File: config.mk
export PLATFORM = sky130hd
export DESIGN_NAME = shifter_seq_nbit_flat
export DESIGN_NICKNAME = d
export VERILOG_FILES = /design/src/rtl/shifter_seq_nbit_if.sv /design/src/rtl/shifter_seq_nbit.sv /design/src/flat_wrapper.sv
export SDC_FILE = /design/constraint.sdc
export NUM_CORES = 1
export LEC_CHECK = 0
export BUFFER_PORTS_ARGS = -buffer_cell sky130_fd_sc_hd__buf_2
export CORE_MARGIN = 2
export CORE_UTILIZATION = 47
export CTS_CLUSTER_SIZE = 16
export DETAILED_ROUTE_END_ITERATION = 7
export PLACE_DENSITY_LB_ADDON = 0.08
export SETUP_SLACK_MARGIN = 0.02
export SLEW_MARGIN = 20
export SYNTH_ARGS = -nofsm -noshare
export SYNTH_HDL_FRONTEND = slang
export SYNTH_SLANG_ARGS = --single-unit
File: constraint.sdc
create_clock -name clk -period 1.55 [get_ports clk]
set_input_delay 0.3875 -clock clk [delete_from_list [all_inputs] [get_ports clk]]
set_output_delay 0.3875 -clock clk [all_outputs]
set_load 0.01 [all_outputs]
File: src/rtl/shifter_seq_nbit_if.sv
// rtl/shifter_seq_nbit_if.sv - request/result bundle between board inputs and the shifter
interface shifter_seq_nbit_if #(
  parameter int WIDTH = 8,
  parameter int AMT_W = 4
);
  logic             start;
  logic [1:0]       mode;
  logic [AMT_W-1:0] amt;
  logic [WIDTH-1:0] din;
  logic [WIDTH-1:0] dout;
  logic             busy;
  logic             done;

  modport master (
    output start, mode, amt, din,
    input  dout, busy, done
  );

  modport slave (
    input  start, mode, amt, din,
    output dout, busy, done
  );
endinterface

File: src/rtl/shifter_seq_nbit.sv
// rtl/shifter_seq_nbit.sv - sequential one-bit-per-clock shifter/rotator
module shifter_seq_nbit #(
  parameter int WIDTH = 8,
  parameter int AMT_W = 4
) (
  input logic              clk,
  input logic              rst_n,
  shifter_seq_nbit_if.slave bus
);
  typedef enum logic [1:0] {S_IDLE, S_SHIFT, S_DONE} state_t;

  localparam logic [1:0] M_LSL = 2'b00;
  localparam logic [1:0] M_LSR = 2'b01;
  localparam logic [1:0] M_ASR = 2'b10;

  state_t           r_state;
  state_t           w_next;
  logic [WIDTH-1:0] r_dout;
  logic [AMT_W-1:0] r_cnt;
  logic [1:0]       r_mode;
  logic             r_start_q;
  logic             w_go;
  logic             w_amt_zero;
  logic             w_busy;
  logic             w_done;
  logic [WIDTH-1:0] w_shifted;

  // Only a fresh rising edge on the level request starts an operation.
  assign w_go       = bus.start & ~r_start_q;
  assign w_amt_zero = (bus.amt == '0);

  always_ff @(posedge clk or negedge rst_n) begin
    if (!rst_n) begin
      r_state <= S_IDLE;
    end else begin
      r_state <= w_next;
    end
  end

  always_comb begin
    w_next = r_state;
    case (r_state)
      S_IDLE:  if (w_go) w_next = w_amt_zero ? S_DONE : S_SHIFT;
      S_SHIFT: if (r_cnt == AMT_W'(1)) w_next = S_DONE;
      S_DONE:  w_next = S_IDLE;
      default: w_next = S_IDLE;
    endcase
  end

  always_comb begin
    w_busy = 1'b0;
    w_done = 1'b0;
    case (r_state)
      S_SHIFT: w_busy = 1'b1;
      S_DONE: begin
        w_busy = 1'b1;
        w_done = 1'b1;
      end
      default: ;
    endcase
  end

  always_comb begin
    case (r_mode)
      M_LSL:   w_shifted = {r_dout[WIDTH-2:0], 1'b0};
      M_LSR:   w_shifted = {1'b0, r_dout[WIDTH-1:1]};
      M_ASR:   w_shifted = {r_dout[WIDTH-1], r_dout[WIDTH-1:1]};
      default: w_shifted = {r_dout[0], r_dout[WIDTH-1:1]};
    endcase
  end

  // Operands are captured only on a go in IDLE; later input changes are ignored.
  always_ff @(posedge clk or negedge rst_n) begin
    if (!rst_n) begin
      r_dout    <= '0;
      r_cnt     <= '0;
      r_mode    <= '0;
      r_start_q <= 1'b0;
    end else begin
      r_start_q <= bus.start;
      case (r_state)
        S_IDLE: begin
          if (w_go) begin
            r_dout <= bus.din;
            if (!w_amt_zero) begin
              r_cnt  <= bus.amt;
              r_mode <= bus.mode;
            end
          end
        end
        S_SHIFT: begin
          r_dout <= w_shifted;
          r_cnt  <= r_cnt - AMT_W'(1);
        end
        default: ;
      endcase
    end
  end

  assign bus.dout = r_dout;
  assign bus.busy = w_busy;
  assign bus.done = w_done;
endmodule

File: src/flat_wrapper.sv
// flat-port wrapper written by rule: the top's interface ports become plain ports
module shifter_seq_nbit_flat 
#(
  parameter int WIDTH = 8,
  parameter int AMT_W = 4
)
  (clk, rst_n, bus_start, bus_mode, bus_amt, bus_din, bus_dout, bus_busy, bus_done);
  shifter_seq_nbit_if #(.WIDTH(WIDTH), .AMT_W(AMT_W)) bus_i ();
  input logic clk;
  input logic rst_n;
  input wire logic [$bits(bus_i.start)-1:0] bus_start;
  input wire logic [$bits(bus_i.mode)-1:0] bus_mode;
  input wire logic [$bits(bus_i.amt)-1:0] bus_amt;
  input wire logic [$bits(bus_i.din)-1:0] bus_din;
  output wire logic [$bits(bus_i.dout)-1:0] bus_dout;
  output wire logic [$bits(bus_i.busy)-1:0] bus_busy;
  output wire logic [$bits(bus_i.done)-1:0] bus_done;
  assign bus_i.start = bus_start;
  assign bus_i.mode = bus_mode;
  assign bus_i.amt = bus_amt;
  assign bus_i.din = bus_din;
  assign bus_dout = bus_i.dout;
  assign bus_busy = bus_i.busy;
  assign bus_done = bus_i.done;
  shifter_seq_nbit #(.WIDTH(WIDTH), .AMT_W(AMT_W)) u_core (.clk(clk), .rst_n(rst_n), .bus(bus_i));
endmodule
# --- Word level (Yosys, flattened, before mapping) ---
# Cells that the tools add are included.
totals:
  inputBits: 17
  regBits: 17
  mem_bits_rw: 0
  rom_bits: 0
  latchBits: 0
  n_memories: 0
  out_inout_bits: 10
  wordCells: 41
classes:
  n_eq_ne: 9
  n_bitwise: 3
  mux: 12
  n_mul: 0
  reduce_logical: 10
  shifts: 0
  n_lt_le_gt_ge: 0
  n_div: 0
  addsub: 1
op_table:
  columns: ["operator", "count"]
  rows:
  - ["8-bit one-hot mux with 3 select lines", 1]
  - ["8-bit one-hot mux with 2 select lines", 1]
  - ["3-bit AND reduction", 3]
  - ["4-bit 2-to-1 mux", 2]
  - ["8-bit 2-to-1 mux", 1]
  - ["4-bit one-hot mux with 2 select lines", 1]
  - ["2-bit 2-to-1 mux", 3]
  - ["2-bit by 1-bit == test with 1-bit output, second input constant", 2]
  - ["2-bit == test, second input constant", 2]
  - ["4-bit by 1-bit == test with 1-bit output, second input constant", 1]
  - ["2-bit logical NOT", 2]
  - ["4-bit logical NOT", 1]
  - ["2-bit by 1-bit inequality test with 1-bit output, second input constant", 2]
  - ["2-bit inequality test, second input constant", 2]
  - ["2-bit one-hot mux with 2 select lines", 1]
  - ["2-bit AND reduction", 2]
  - ["4-bit by 1-bit subtractor with 4-bit output, second input constant", 1]
  - ["1-bit 2-to-1 mux", 2]
  - ["1-bit inverter", 2]
  - ["2-bit nonzero test", 1]
  - ["2-bit OR reduction", 1]
  - ["1-bit AND", 1]

# --- Longest topological paths before layout ---
# Gate-level depths: netlist of run 1.
logic_depth:
  ltp_word: 4
  mapped_depth: 8
  ltp_nobuf: 6

# --- Worst setup path after synthesis of run 1 ---
# No wires, ideal clock.
synth_path:
  path_kind: "register to register"
  start: "register u_core.r_state[0]"
  end: "register u_core.r_dout[7], in the netlist u_core.bus.dout[7]"
  stages_incl_launch_ff: 7
  setup_time_ps: 126
  path_slack_ps: -44
  period_less_slack_ps: 1594
  arrival_ps: 1468
  cell_sequence: "dfrtp_1 inv_1 ha_1 mux2i_2 buf_6 a31oi_1 o32a_1"
synth_between:
  elab_chain_len: 3
synth_lines:
  columns: ["element", "line", "source"]
  rows:
  - ["start, declared", "shifter_seq_nbit.sv:16", "state_t r_state;"]
  - ["start signal, assigned", "shifter_seq_nbit.sv:36", "r_state <= w_next;"]
  - ["2-bit by 1-bit == test with 1-bit output / 2-bit logical NOT (equally long branches)", "shifter_seq_nbit.sv:81", "case (r_state)"]
  - ["2-bit inequality test (no source line) (tied with other cells)", null, null]
  - ["3-bit AND reduction (no source line)", null, null]
  - ["end signal, assigned", "shifter_seq_nbit.sv:84", "r_dout <= bus.din;"]
  - ["end signal, assigned", "shifter_seq_nbit.sv:92", "r_dout <= w_shifted;"]
  - ["end, declared", "shifter_seq_nbit.sv:18", "logic [WIDTH-1:0] r_dout;"]
# Several ways; a longest one is shown, not always the timed one.
# A chain may end at the register's enable or synchronous reset.

# --- Worst setup path after layout of run 1 ---
layout_path:
  start: "register u_core.r_state[0]"
  end: "output port bus_done"
layout_between:
  elab_chain_len: 2
layout_lines:
  columns: ["element", "line", "source"]
  rows:
  - ["2-bit == test", "shifter_seq_nbit.sv:53", "case (r_state)"]
  - ["1-bit 2-to-1 mux", "shifter_seq_nbit.sv:53", null]
  - ["end, declared", "flat_wrapper.sv:17", "output wire logic [$bits(bus_i.done)-1:0] bus_done;"]
# No other way between the ends.

==> results.toml, run 1 <==
[timing]
tightest_slew_ps = 393
hold_viol = 3
post-route-period-util_pct = 100
timing.slew.headroom_pct = 73.8
fmax_mhz = 644
setup_viol_count_final = 1
rsz0062_at_grt = "yes"
setup-tns-final_ps = -3.15
hold_slack_ps = -2.00
fin_worst_skew_ps = 6.92
min_period_ps = 1550
setup_ws_ps = -3.15
finalMaxSlewViolations = 0

[critical_path]
path_max_fanout = 3
cp_slowest_cell = "dfrtp_2"
crit_top_cell = "buf_6"
end_kind = "output pin"
path_buf_inv = 3
worst_ep_required_time_ps = 1160
cp_top_family = "flip-flops"
critical_path_class = "reg -> out"
crit_path_max_incr_delay_ps = 440
path_cells = "inv_4, buf_6, ha_4, buf_6"
worstPathArrival_ps = 1170
start_kind = "flop"

[finish]
nets = 194
final_common_cell = "buf_2"
mostFrequentLayoutCells = "buf_2 (24), buf_4 (17), dfrtp_1 (16), nand2_1 (13), nor2_1 (12)"
syn2layout_area_growth_pct = 41.1
fin_util_pct = 71.9
fill_cells = 188
drive_gt1_share_pct = 45.0
diodes = 0

[detailed_routing]
drcViolationCount = 0
drt_iter0_drc = 37
ant_nets = 0
drtPass1Iterations = 4
vias = 1136
avgViaCountPerCell = 5.71
totalWireLength_mm = 3.01
wire_per_inst_um = 15.1

[clocking]
clk_pin_slew_ps = 110
clk_latency_ps = 290
numCtsBuffers = 3
cts-root-buf = "clkbuf_4"
ctsHoldBuffers = 0
cts_sinks = 17
htreeDepth = 1
clk_path_buf_depth = 2
cts_tree = "yes"

[placement]
routabilityCongestion = 0.902
dp_hpwl_mm = 2.15
port_buffers = 26
pre_cts_slack_ps = -53.5

[grt]
grt_pass1_wl_mm = 4.58
grt_usage_pct = 22.7
top_usage_layer = "met2"
antenna_found_initial = 0
use_met3_pct = 3.39
overflow = 0
grt_max_degree = 18
grt_pass1_vias = 1027
use_met2_pct = 35.0
grtUsageMet1_pct = 31.7

[outcome]
violations = "negative hold slack, negative setup slack"
status = "finished, violations left"

[run]
max_cap_violations = 0

[logic_synthesis]
syn_area_per_cell_um2 = 9.34
synth-seq-cells = 17
synthCells = 123
yosys.cell_types.count = 38
yosysWarnings = 0
synth.yosys.seq_area_share_pct = 37.0
synth_nets = 145
async_flop_share_pct = 100
ys.flop_type = "dfrtp_1"
syn_area_mm2 = 0.00115
synth_edf_count = 0

[min_path]
hold_path.class = "in -> async"

[die]
rows = 17
core_mm2 = 0.00225
pin_count = 27
dieArea_mm2 = 0.00286
initial_core_util_pct = 50.9
die_y_um = 53.4
die-width_um = 53.4

[power]
leakage_nw = 0.756
power-per-cell-area_mw_per_mm2 = 2060
total_power_mw = 3.34
vdd_drop_max_uv = 1380
[area by class of cell]
class,instances,area [µm²],share of cell area (%)
Multi-Input combinational cell,94,741,45.7
Sequential cell,17,427,26.3
Timing Repair Buffer,50,367,22.6
Tap cell,28,35.0,2.16
Clock buffer,4,26.3,1.62
Inverter,6,25.0,1.54
[report_power, final]
part	internal (mW)	switching, mW
Sequential	0.655	0.238
Combinational	1.15	1.05
Clock	0.100	0.145
[metal layers]
metal / share of wire, % / wire, µm
met2: 49 / 1470
met4: 1.5 / 44
met3: 4.9 / 149
met1: 45 / 1350
met5: 0 / 0
[worst paths after layout]
check	end	slack, ps	depth (start not counted)	start
max in group asynchronous	u_core.r_state[0]$_DFFE_PN0P_	1240	1	rst_n
hold reg to reg	u_core.bus.dout[7]$_DFFE_PN0P_	540	1	u_core.bus.dout[7]$_DFFE_PN0P_
setup reg to reg	u_core.r_cnt[2]$_DFFE_PN0P_	40	6	u_core.r_state[0]$_DFFE_PN0P_
min in group clk	u_core.r_start_q$_DFF_PN0_	270	1	bus_start
setup / recovery	bus_done	-3	4	u_core.r_state[0]$_DFFE_PN0P_
hold / removal	u_core.bus.dout[0]$_DFFE_PN0P_	-2	1	rst_n
[worst register-to-register path, cell delays in order, from the launching register on]
cell and delay, ps:
dfrtp_2 460, ha_4 210, buf_12 130, nor2b_1 120
o21ai_1 120, nand3_1 80, a311o_1 270
[cells by family after synthesis]
logic type      after synthesis  synth area share [%]
compound gates               45                  28.5
mux                           3                  3.16
simple gates                 41                  20.6
buf+inv                      12                  5.23
flops                        17                  37.0
fa+ha+maj                     5                  5.45
[state kept, by name, summed over array words and instances, names as in the netlist]
register          cells
u_core.r_state        2
u_core.r_mode         2
u_core.r_cnt          4
u_core.r_start_q      1
u_core.bus.dout       8
[cells in the mapped netlist, types with 2 or more instances]
cell | count | area [µm²]
inv_1 | 6 | 22.5
nor2b_1 | 4 | 25.0
nand3_1 | 2 | 10.0
ha_1 | 5 | 62.6
a21oi_1 | 5 | 25.0
nor3_1 | 2 | 10.0
buf_2 | 3 | 15.0
o21ai_0 | 12 | 60.1
dfrtp_1 | 17 | 425
nor2_1 | 12 | 45.0
nand2b_4 | 2 | 27.5
a311oi_1 | 5 | 43.8
mux2_2 | 2 | 22.5
nand2_1 | 13 | 48.8
a31oi_1 | 3 | 18.8
a21o_1 | 7 | 52.6
o22ai_1 | 2 | 12.5
[stage by stage]
| step | instance area, µm² | std cells | hold WS, ps |
|---|---|---|---|
| after floorplan | 1160 | 123 | 91.9 |
| after global placement | 1470 | 191 | 333 |
| after detailed placement | 1470 | 191 | 331 |
| after CTS | 1550 | 196 | 9.40 |
| after global routing | 1620 | 199 | 21.1 |
| final | 1620 | 199 | -2.00 |
[timing repair]
action,CTS,global route
gates resized for setup,12,15
endpoints found under the hold margin,0,0
pin swaps,2,4
endpoints found under the setup margin,15,14
setup buffers,1,3
(Power assumes the default switching activity.)
==> run 2, diff against run 1 <==
--- a/config.mk
+++ b/config.mk
@@ -5,13 +5,14 @@
 export SDC_FILE = /design/constraint.sdc
 export NUM_CORES = 1
 export LEC_CHECK = 0
-export BUFFER_PORTS_ARGS = -buffer_cell sky130_fd_sc_hd__buf_2
+export BUFFER_PORTS_ARGS = -buffer_cell sky130_fd_sc_hd__buf_4
 export CORE_MARGIN = 2
 export CORE_UTILIZATION = 47
 export CTS_CLUSTER_SIZE = 16
 export DETAILED_ROUTE_END_ITERATION = 7
 export PLACE_DENSITY_LB_ADDON = 0.08
 export SETUP_SLACK_MARGIN = 0.02
+export SKIP_CTS_REPAIR_TIMING = 1
 export SLEW_MARGIN = 20
 export SYNTH_ARGS = -nofsm -noshare
 export SYNTH_HDL_FRONTEND = slang
==> run 2 against run 1 <==
Effect of this change:
- the flow finishes with violations (negative setup slack)
- sequential share of layout area fell by 1.9 points
- final area rose by 7.3%
- sequential power increased by 5.7%
- sequential cell count unchanged
- non-clock buffer count rose by 1
- critical path type is now reg -> reg
- largest cell class unchanged
==> results.toml, run 2 (synthesized netlist as in run 1, its figures left out) <==
[power]
leakage_nw = 0.800
power-per-cell-area_mw_per_mm2 = 2000
total_power_mw = 3.48
vdd_drop_max_uv = 1370

[grt]
use_met2_pct = 33.1
antenna_found_initial = 0
grtUsageMet1_pct = 32.2
grt_pass1_wl_mm = 4.47
grt_pass1_vias = 967
grt_max_degree = 18
overflow = 0
grt_usage_pct = 21.8
use_met3_pct = 3.39
top_usage_layer = "met2"

[placement]
port_buffers = 26
placed_area_mm2 = 0.00152
routabilityCongestion = 0.883
dp_hpwl_mm = 2.15

[die]
initial_core_util_pct = 50.9
dieArea_mm2 = 0.00286
pin_count = 27
core_mm2 = 0.00225
die_y_um = 53.4
rows = 17
die-width_um = 53.4

[finish]
mostFrequentLayoutCells = "buf_4 (42), dfrtp_1 (17), nand2_1 (13), nor2_1 (11), o21ai_0 (9)"
final_common_cell = "buf_4"
fin_area_mm2 = 0.00174
drive_gt1_share_pct = 47.7
largest_reg_flops = 8
syn2layout_area_growth_pct = 51.4
fill_cells = 171
nets = 195
diodes = 0

[critical_path]
crit_start = "u_core.r_state[1]$_DFFE_PN0P_"
critical_path_class = "reg -> reg"
cp_top_family = "simple AND/OR/NAND/NOR gates"
start_kind = "flop"
r2r_start = "u_core.r_state[1]$_DFFE_PN0P_"
crit_path_max_incr_delay_ps = 410
path_buf_inv = 1
path_cells = "inv_2, ha_4, or3b_4, o41ai_4, a31oi_1, nand2_1"
cp_slowest_cell = "dfrtp_1"
worst_ep_required_time_ps = 1780
path_max_fanout = 7
worstPathArrival_ps = 1830
end_kind = "flop"

[clocking]
cts-root-buf = "clkbuf_4"
numCtsBuffers = 3
clk_latency_ps = 290
cts_sinks = 17
clk_pin_slew_ps = 110
htreeDepth = 1
clk_path_buf_depth = 2
cts_tree = "yes"

[timing]
finalMaxSlewViolations = 0
tightest_slew_ps = 329
setup_viol_count_final = 10
timing.slew.headroom_pct = 78.0
fin_worst_skew_ps = 1.73
setup_ws_ps = -48.5
post-route-period-util_pct = 103
fmax_mhz = 626
min_period_ps = 1600
rsz0062_at_grt = "yes"
hold_viol = 0

[detailed_routing]
drtPass1Iterations = 4
wire_per_inst_um = 15.6
drt_iter0_drc = 32
totalWireLength_mm = 3.13
drcViolationCount = 0
avgViaCountPerCell = 5.76
ant_nets = 0
vias = 1152

[outcome]
status = "finished, violations left"
violations = "negative setup slack"

[run]
max_cap_violations = 0

[min_path]
hold_path.class = "in -> reg"
hold_path.startpoint = "bus_start"
run 2: metal layers:
| metal | share of wire, % | up-vias |
|---|---|---|
| li1 | - | 558 |
| met1 | 47 | 569 |
| met2 | 50 | 23 |
| met3 | 2.6 | 2 |
| met4 | 0.64 | 0 |
| met5 | 0 | - |
run 2: layout make-up:
class	instances	area (µm²)	share of cell area (%)
repair buffers	51	438	25.2
clock buffers	3	22.5	1.29
inverters	6	22.5	1.29
clock inverters	1	5.00	0.288
well taps	28	35.0	2.01
flip-flops and latches	17	425	24.5
multi-input cells	94	791	45.5
run 2: worst paths after layout:
path,slack [ps],depth (start not counted),endpoint
setup / recovery,-50,6,u_core.r_cnt[3]$_DFFE_PN0P_
hold / removal,240,1,u_core.r_start_q$_DFF_PN0_
setup reg to reg,-50,6,u_core.r_cnt[3]$_DFFE_PN0P_
hold reg to reg,540,1,u_core.bus.dout[5]$_DFFE_PN0P_
max in group asynchronous,870,2,u_core.r_state[0]$_DFFE_PN0P_
min in group asynchronous,490,2,u_core.bus.dout[0]$_DFFE_PN0P_
run 2: report_power, final:
group          leakage [nW]  total (mW)  internal, mW  switching (mW)
registers             0.206       0.944         0.652           0.292
clock network        0.0177       0.245        0.0958           0.149
logic                 0.576        2.29          1.23            1.06
run 2: metrics by stage:
step,worst slack (ps),cells,hold WS (ps),TNS [ps],utilization (%)
final,-48.5,200,237,-168,77.1
after CTS,-126,193,-56.9,-564,68.4
after global placement,-24.2,189,267,-51.6,67.2
after floorplan,34.6,123,91.9,0,-
after global routing,-117,200,223,-683,77.1
after detailed placement,-98.0,189,266,-319,67.2
run 2: worst register-to-register path, delay by kind of cell (launching register included):
| kind | cells | cell delay, ps |
|---|---|---|
| AO/OA/AOI/OAI | 2 | 360 |
| adder cells (fa/ha/maj) | 1 | 190 |
| buffers and inverters | 1 | 120 |
| AND/OR/NAND/NOR | 2 | 470 |
| flip-flops | 1 | 410 |
==> run 3, diff against run 2 <==
--- a/config.mk
+++ b/config.mk
@@ -6,7 +6,7 @@
 export NUM_CORES = 1
 export LEC_CHECK = 0
 export BUFFER_PORTS_ARGS = -buffer_cell sky130_fd_sc_hd__buf_4
-export CORE_MARGIN = 2
+export CORE_ASPECT_RATIO = 1.5
 export CORE_UTILIZATION = 47
 export CTS_CLUSTER_SIZE = 16
 export DETAILED_ROUTE_END_ITERATION = 7
==> run 3 against run 2 <==
Effect of this change:
- clock power about the same
- sequential share of layout area grew 1.0 points
- wire length is 0.48% lower
- via count shrank 1.7%
- sequential cell count unchanged
- power is 3.0% lower
- setup slack about the same
- clock skew is essentially flat
- highest routed layer unchanged
- critical path depth did not move
- the run still ends with negative setup slack left
- first-iteration DRC count shrank 3.1%
- utilization shrank 3.3 points
==> results.toml, run 3 (synthesized netlist as in run 1, its figures left out) <==
[timing]
fmax_mhz = 625
hold_slack_ps = 234
tightest_slew_ps = 449
fin_worst_skew_ps = 1.38
min_period_ps = 1600
timing.slew.headroom_pct = 69.6
setup_ws_ps = -48.9
setup-tns-final_ps = -63.4
rsz0062_at_grt = "yes"
setup_viol_count_final = 2
hold_viol = 0
finalMaxSlewViolations = 0
post-route-period-util_pct = 103

[critical_path]
rrSetupSlack_ps = -50
worstPathArrival_ps = 1840
end_kind = "flop"
cp_slowest_cell = "dfrtp_1"
start_kind = "flop"
path_max_fanout = 8
r2r_cells = 6
cp_top_family = "simple AND/OR/NAND/NOR gates"
r2r_start = "u_core.r_state[0]$_DFFE_PN0P_"
path_buf_inv = 1
worst_ep_required_time_ps = 1790
critical_path_class = "reg -> reg"
crit_path_max_incr_delay_ps = 430
regToRegEndpoint = "u_core.r_cnt[3]$_DFFE_PN0P_"
path_cells = "inv_2, ha_4, or3b_4, o41ai_4, a31oi_1, nand2_1"

[grt]
grt_pass1_wl_mm = 5.00
grt_max_degree = 18
grt_usage_pct = 24.5
grt_pass1_vias = 1119
overflow = 0
antenna_found_initial = 0

[die]
die-width_um = 42.4
rows = 21
dieArea_mm2 = 0.00265
core_mm2 = 0.00226
die_y_um = 62.5
pin_count = 27
initial_core_util_pct = 50.8

[detailed_routing]
ant_nets = 0
drcViolationCount = 0
avgViaCountPerCell = 5.84
vias = 1132
totalWireLength_mm = 3.11
wire_per_inst_um = 16.0
drt_iter0_drc = 31
drtPass1Iterations = 4

[clocking]
clk_path_buf_depth = 2
clk_latency_ps = 290
clk_pin_slew_ps = 100
htreeDepth = 1
cts_sinks = 17
cts-root-buf = "clkbuf_4"
numCtsBuffers = 3
cts_tree = "yes"

[placement]
port_buffers = 26
routabilityCongestion = 0.925
dp.cells = 185
dp_hpwl_mm = 2.26
placed_area_mm2 = 0.00150

[finish]
mostFrequentLayoutCells = "buf_4 (44), dfrtp_1 (17), nand2_1 (13), nor2_1 (12), o21ai_0 (10)"
syn2layout_area_growth_pct = 45.3
layout.cells.non_filler = 194
largest_reg_flops = 8
drive_gt1_share_pct = 43.3
diodes = 0
fill_cells = 175
fin_area_mm2 = 0.00167
final_common_cell = "buf_4"
nets = 194

[power]
vdd_drop_max_uv = 1310
clkPwrFrac_pct = 7.2
swShare_pct = 42.5
leakage_nw = 0.787
power-per-cell-area_mw_per_mm2 = 2020
total_power_mw = 3.37
p_seq_share_pct = 26.6
p_int_mw = 1.94
comb_power_share_pct = 66.2
switchingPower_mw = 1.43

[min_path]
holdPathStages = 1
holdPathEnd = "u_core.r_start_q$_DFF_PN0_"
hold_path.class = "in -> reg"
hold_path.startpoint = "bus_start"

[outcome]
status = "finished, violations left"
violations = "negative setup slack"

[run]
max_cap_violations = 0
[run 3: changes by cell type in the layout (fill, tap and decap cells not counted), sizes merged]
cell | before | now
clkinv | 1 | 0
[run 3: worst max-delay path by stage]
stage,from,endpoint,slack (ps),depth (start not counted)
after CTS,u_core.r_state[1]$_DFFE_PN0P_,u_core.r_cnt[1]$_DFFE_PN0P_,-80,5
after global routing,u_core.r_state[0]$_DFFE_PN0P_,u_core.r_cnt[3]$_DFFE_PN0P_,-110,6
after global placement,u_core.r_state[1]$_DFFE_PN0P_,u_core.r_cnt[1]$_DFFE_PN0P_,-20,5
after floorplan,u_core.r_state[0]$_DFFE_PN0P_,u_core.r_cnt[1]$_DFFE_PN0P_,30,4
final,u_core.r_state[0]$_DFFE_PN0P_,u_core.r_cnt[3]$_DFFE_PN0P_,-50,6
after detailed placement,u_core.r_state[1]$_DFFE_PN0P_,u_core.r_cnt[1]$_DFFE_PN0P_,-60,5
[run 3: final cells by class]
class,instances,area [µm²],share of cell area [%]
tap,23,28.8,1.72
clock buffer,4,26.3,1.57
multi-input combinational,94,757,45.4
sequential,17,425,25.5
timing repair buffer,50,409,24.5
inverter,6,22.5,1.35
[run 3: metal layers]
metal,global-route usage (%),routed length [µm]
met1,27.2,1170
met2,44.8,1730
met3,1.73,118
met4,12.5,87
met5,0,0
[run 3: power by group through the flow]
stage                     sequential [mW]  clock [mW]  combinational [mW]
after global placement              0.871           0                1.86
after detailed placement            0.878           0                1.90
after floorplan                     0.886           0                1.10
after CTS                           0.872       0.250                1.90
final                               0.897       0.243                2.23
after global routing                0.922       0.262                2.44
[run 3: through the flow]
stage	worst slack (ps)	util, %
2_1_floorplan	34.6	-
3_3_place_gp	-19.4	66.6
3_5_place_dp	-55.8	66.6
4_1_cts	-75.0	67.7
5_1_grt	-113	73.9
6_report	-48.9	73.9
[run 3: worst register-to-register path: cells and delay by family (launching register included)]
kind | cells | cell delay, ps
buf+inv | 1 | 80
flops | 1 | 430
compound gates | 2 | 390
fa+ha+maj | 1 | 200
simple gates | 2 | 460
